===== src/rtl/cache_port_arbiter.sv =====
// Two-requester round-robin arbiter/sequencer in front of a single-port cache_and_ram.
// Optional completed-access counters are built only when CACHE_ARB_STATS_EN is defined.
module cache_port_arbiter #(
    parameter int ADDR_W  = 32,
    parameter int DATA_W  = 32,
    parameter int MEM_LAT = 2
) (
    input  logic                  clk,
    input  logic                  rst,
    input  logic [1:0]            req_valid,
    input  logic [1:0]            req_mode,
    input  logic [2*ADDR_W-1:0]   req_addr,
    input  logic [2*DATA_W-1:0]   req_data,
    output logic [1:0]            req_ready,
    output logic [1:0]            rsp_valid,
    output logic [DATA_W-1:0]     rsp_data,
    output logic [ADDR_W-1:0]     mem_address,
    output logic [DATA_W-1:0]     mem_data,
    output logic                  mem_mode,
    input  logic [DATA_W-1:0]     mem_out,
    output logic [15:0]           stat_cnt0,
    output logic [15:0]           stat_cnt1
);

    localparam logic [3:0] LAT = 4'(MEM_LAT);

    typedef enum logic [1:0] {
        S_IDLE = 2'd0,
        S_BUSY = 2'd1,
        S_RESP = 2'd2
    } state_t;

    state_t              r_state;
    state_t              w_next;
    logic [3:0]          r_cnt;
    logic                r_owner;
    logic                r_last_owner;
    logic [1:0]          r_rsp_valid;
    logic [DATA_W-1:0]   r_rsp_data;
    logic [ADDR_W-1:0]   r_mem_address;
    logic [DATA_W-1:0]   r_mem_data;
    logic                r_mem_mode;

    logic [1:0]          w_grant;
    logic                w_sel;
    logic                w_accept;
    logic                w_done;
    logic [ADDR_W-1:0]   w_addr;
    logic [DATA_W-1:0]   w_data;
    logic                w_mode;

    // On a tie the requester that did not own the previous access wins.
    always_comb begin
        w_grant = req_valid;
        if (req_valid == 2'b11) begin
            w_grant = r_last_owner ? 2'b01 : 2'b10;
        end
    end

    assign w_sel    = w_grant[1];
    assign w_accept = (r_state == S_IDLE) && (w_grant != 2'b00);
    assign w_done   = (r_state == S_BUSY) && (r_cnt == 4'd1);
    assign w_addr   = w_sel ? req_addr[2*ADDR_W-1:ADDR_W] : req_addr[ADDR_W-1:0];
    assign w_data   = w_sel ? req_data[2*DATA_W-1:DATA_W] : req_data[DATA_W-1:0];
    assign w_mode   = w_sel ? req_mode[1] : req_mode[0];

    always_ff @(posedge clk or posedge rst) begin
        if (rst) begin
            r_state <= S_IDLE;
        end else begin
            r_state <= w_next;
        end
    end

    always_comb begin
        w_next = r_state;
        case (r_state)
            S_IDLE:  if (w_accept) w_next = S_BUSY;
            S_BUSY:  if (r_cnt == 4'd1) w_next = S_RESP;
            S_RESP:  w_next = S_IDLE;
            default: w_next = S_IDLE;
        endcase
    end

    always_comb begin
        req_ready = 2'b00;
        if (r_state == S_IDLE) begin
            req_ready = w_grant;
        end
    end

    always_ff @(posedge clk or posedge rst) begin
        if (rst) begin
            r_cnt         <= 4'd0;
            r_owner       <= 1'b0;
            r_last_owner  <= 1'b1;
            r_rsp_valid   <= 2'b00;
            r_rsp_data    <= '0;
            r_mem_address <= '0;
            r_mem_data    <= '0;
            r_mem_mode    <= 1'b0;
        end else begin
            if (w_accept) begin
                r_mem_address <= w_addr;
                r_mem_data    <= w_data;
                r_mem_mode    <= w_mode;
                r_owner       <= w_sel;
                r_last_owner  <= w_sel;
                r_cnt         <= LAT;
            end else if (r_state == S_BUSY) begin
                r_cnt <= r_cnt - 4'd1;
                // Writes echo their own data; mode falls back to read so the write is not repeated.
                if (w_done) begin
                    r_rsp_data  <= r_mem_mode ? r_mem_data : mem_out;
                    r_rsp_valid <= r_owner ? 2'b10 : 2'b01;
                    r_mem_mode  <= 1'b0;
                end
            end else if (r_state == S_RESP) begin
                r_rsp_valid <= 2'b00;
            end
        end
    end

    assign rsp_valid   = r_rsp_valid;
    assign rsp_data    = r_rsp_data;
    assign mem_address = r_mem_address;
    assign mem_data    = r_mem_data;
    assign mem_mode    = r_mem_mode;

`ifdef CACHE_ARB_STATS_EN
    logic [15:0] r_stat0;
    logic [15:0] r_stat1;

    always_ff @(posedge clk or posedge rst) begin
        if (rst) begin
            r_stat0 <= 16'd0;
            r_stat1 <= 16'd0;
        end else begin
            if (r_rsp_valid[0]) r_stat0 <= r_stat0 + 16'd1;
            if (r_rsp_valid[1]) r_stat1 <= r_stat1 + 16'd1;
        end
    end

    assign stat_cnt0 = r_stat0;
    assign stat_cnt1 = r_stat1;
`else
    assign stat_cnt0 = 16'd0;
    assign stat_cnt1 = 16'd0;
`endif

endmodule


===== config.mk =====
export PLATFORM = sky130hd
export DESIGN_NAME = cache_port_arbiter
export DESIGN_NICKNAME = d
export VERILOG_FILES = /design/src/rtl/cache_port_arbiter.sv
export SDC_FILE = /design/constraint.sdc
export NUM_CORES = 1
export LEC_CHECK = 0
export CAP_MARGIN = 0
export CORE_MARGIN = 8
export CORE_UTILIZATION = 39
export CTS_CLUSTER_DIAMETER = 150
export DETAILED_ROUTE_END_ITERATION = 6
export GPL_ROUTABILITY_DRIVEN = 0
export PLACE_DENSITY = 0.81
export SLEW_MARGIN = 20
export SYNTH_ARGS = -nofsm -noshare
export SYNTH_HDL_FRONTEND = slang
export SYNTH_SLANG_ARGS = --single-unit

===== constraint.sdc =====
create_clock -name clk -period 3.8 [get_ports clk]
set_input_delay 0.38 -clock clk [delete_from_list [all_inputs] [get_ports clk]]
set_output_delay 0.38 -clock clk [all_outputs]
set_load 0.05 [all_outputs]

* After elaboration in Yosys (flattened, before gate mapping) *
Cells that the tools add are included.

operators by class
  $add $sub $neg = 1
  equal/unequal tests = 7
  mux-type cells = 19
  bitwise operators = 1
  reductions and logical operators = 11

operators by type and width
  kind                 number
  $mux 32              3
  $mux 2               9
  $mux 4               2
  $reduce_bool 2->1    4
  $ne 2x2->1 const B   3
  $reduce_and 3->1     2
  $eq 2x2->1 const B   2
  $eq 4x1->1 const B   1
  $mux 1               4
  $pmux 2 s2           1
  $reduce_and 2->1     2
  $sub 4x1->4 const B  1
  $eq 2x1->1 const B   1
  $logic_and 1x1->1    2
  $logic_not 2->1      1
  $not 1->1            1

storage, ports and cells
  bits in registers = 107
  input port bits = 166
  word-level logic and storage cells = 48

* Logic depth before layout (Yosys ltp) *
  depth in word-level cells = 6
  depth in mapped cells = 8

* Worst setup path after synthesis *
No wires, ideal clock.

  kind = register to output
  from = reg r_state[0]
  to = out req_ready[0]
  arrival time = 1.584 ns
  slack = 1.836 ns
  stages on the path, launching flop included = 6
  buffers on the path = 1
  cell sequence = dfrtp_1 > inv_1 > ha_1 > buf_2 > nand2_1 > a21oi_1

on the way
  longest elaborated chain between the ends = 2

RTL lines
  element                   line  source
  start: declaration        33    state_t r_state;
  start signal: assignment  71    r_state <= w_next;
  $logic_not 2->1           87    if (r_state == S_IDLE) begin
  $mux 2                    87
  end: declaration          14    output logic [1:0] req_ready,

No other way between the ends.

* Worst setup path in the final report *
  from = reg r_state[1]
  to = out req_ready[0]

The elaborated chain is that of the path after synthesis.

==> metrics.txt <==
Slowest-stage cell, CP=clkdlybuf4s50_1; Least-Margin Pin Slew=0.777 ns; commonest non-fill, non-tap cell in the layout=clkdlybuf4s50_1; register area=2680 um^2; Setup WS pre-CTS=1.17 ns; Fill cells=1146; vias in the first global route=5371; wire per inst=18.6 um; Setup Fix Bufs, Post-CTS=0; Clock Path Buffers=2; final slew viol count=0; post-synthesis xor/xnor area fraction=0.492%; mux share of post-synthesis cell area=6.19%; initial antenna violation count=0; commonest non-fill, non-tap cells in the layout=clkdlybuf4s50_1, a21oi_1, dfrtp_1; Initial Util=40.1%; worst path cell trace=inv_1 > ha_1 > nand2_1 > a21oi_1 > clkdlybuf4s50_1; I/O Buffers=266; Worst path max stage delay=0.84 ns; DRC viols=0; Post-Synth Adder-Cell Area=0.938%; final core utilization=61.9%; area share of the largest cell type after synthesis=49.7%; crit path DAT=2.32 ns; final std cells w/o fill=1005; worst path required time=3.42 ns; Post-Synthesis Cells=587; Pwr Total=8.19 mW; Static Leak=3.49 nW; clk_lat worst skew=0.35 ns; Max Cap Viol=0; number of synthesized register bits=107; Antenna diodes=0; footprint of the multi-input gates=2250 um^2; fin area=8230 um^2; area grow syn2layout=54.3%; DP Area=7940 um^2; total CTS buffers=9; Final nets=995; max_slew headroom=48.2%; CTS tree=built; register-to-register setup slack=1.73 ns; clock sink count=107; placed cells=990; hold buffer count at CTS=0; largest net degree at the start of global routing=100; final setup TNS=0 ns; Synth Area in Compound Gates=21.3%; synthesized area per cell=9.09 um^2; hpwl dp=13400 um; min-delay src=r_owner; GRT overflow=0; count of final hold-check violations=0; RSZ-0062 raised after global routing=no; largest family of logic cells by synthesized area=compound AO/OA/AOI/OAI gates; post-synth top area cell=dfrtp_1; Worst R2R End=mem_address[10]; # IOs=299; WHS Path Cells=1; Crit. End Element=output pin; Die X=133 um; Yosys cell types=35; setup ws final=1.10 ns; Power Density=994 nW/um^2; Die Ht=133 um; Synth area leaders=dfrtp_1, a21oi_1, mux2i_1; worst min-delay path category=reg2reg; H-tree lvl count=3; reg2reg start=r_state[1]; die area=17700 um^2; Yosys warnings=0; row count=42; layout cell share with drive strength beyond 1=5.07%; CP Buf/Inv Count=2; Mapped Area=5340 um^2; Setup Skew=0.00781 ns; # setup viols final=0; Max Freq=370 MHz; crit path launch type=flop; post-synthesis sequential area ratio=50.2%; antenna viol nets, final=0; first-pass GRT wire length=30100 um; Setup CP Type=reg2out; CTS root buf=clkbuf_16; vias per cell=4.98; CP top delay family=buffers and inverters; minimum clock period=2.70 ns; Routed WL=18700 um; clk slew on worst S/H paths=0.07 ns; post-route clock period utilization=71.1%; Simple-Gate Fraction of Synth Area=10.8%; hold endpoint=rsp_valid[0]; CP max FO=8; TritonRoute pass-1 iters=5; core box area=13300 um^2; CTS resizes=0; Via Count=5009; total track usage=21.3%; DRT iter0 DRCs=236; final hold slack=0.456 ns; Max IR drop VDD=0.483 mV; status=finished clean; r2r worst-path depth=6
==> synthesized netlist by cell type <==
cell type,n
a21bo_2,1
a21boi_2,1
a21oi_1,182
a21oi_2,12
a22o_1,1
a2bb2oi_1,1
a31oi_1,1
and2_1,1
and2_4,1
and4bb_1,1
buf_1,1
buf_2,23
buf_4,39
buf_6,5
clkbuf_1,10
conb_1,1
dfrtp_1,106
dfstp_2,1
ha_1,4
inv_1,8
mux2i_1,33
nand2_1,69
nand3b_1,1
nor2_1,68
nor3b_1,1
nor4b_1,1
o21a_1,1
o21ai_0,4
o21ai_4,1
o21bai_1,1
o22ai_1,1
o2bb2ai_1,2
or3b_2,1
xnor2_1,2
xor2_1,1
==> flip-flops by register name, indices dropped and copies added (netlist names) <==
name and cells:
r_state 2, r_owner 1, r_last_owner 1, rsp_valid 2, mem_address 32, r_cnt 4, mem_mode 1, rsp_data 32
mem_data 32
==> cell type report <==
type / count / area share (%)
inverter: 8 / 0.395
tap: 176 / 2.67
multi-input combinational: 425 / 27.3
clock buffer: 13 / 3.16
timing repair buffer: 274 / 33.5
sequential: 107 / 32.5
clock inverter: 2 / 0.425
==> cell families after synthesis <==
| group | Yosys count |
|---|---|
| muxes | 33 |
| DFF | 107 |
| other | 1 |
| AOI/OAI and AO/OA | 209 |
| xor gates and xnor gates | 3 |
| adders and majority gates | 4 |
| and+or+nand+nor | 144 |
| buffers and inverters | 86 |
==> report_power, final <==
group	leakage (nW)	internal [mW]	switching [mW]
clock	0.146	0.544	0.407
sequential	1.23	1.72	0.375
combinational	2.12	1.70	3.43
==> per-layer routing <==
| layer | vias up | wire length [um] | global-route usage [%] |
|---|---|---|---|
| met3 | 27 | 1630 | 7.80 |
| met2 | 204 | 9340 | 35.7 |
| met5 | - | 0 | 0 |
| li1 | 2400 | - | - |
| met4 | 0 | 436 | 8.14 |
| met1 | 2378 | 7330 | 24.3 |
==> worst max-delay path by stage <==
stage,startpoint,endpoint,slack (ns),cells after the start
after detailed placement,req_valid[0],req_ready[0],1.17,4
final,r_state[1],req_ready[0],1.10,5
after global routing,r_state[1],req_ready[0],0.99,5
after CTS,r_state[1],req_ready[0],1.07,5
after floorplan,rst,mem_address[0],0.60,1
after global placement,req_valid[1],req_ready[1],1.23,4
Note: power is estimated with default switching activity, not from simulation.
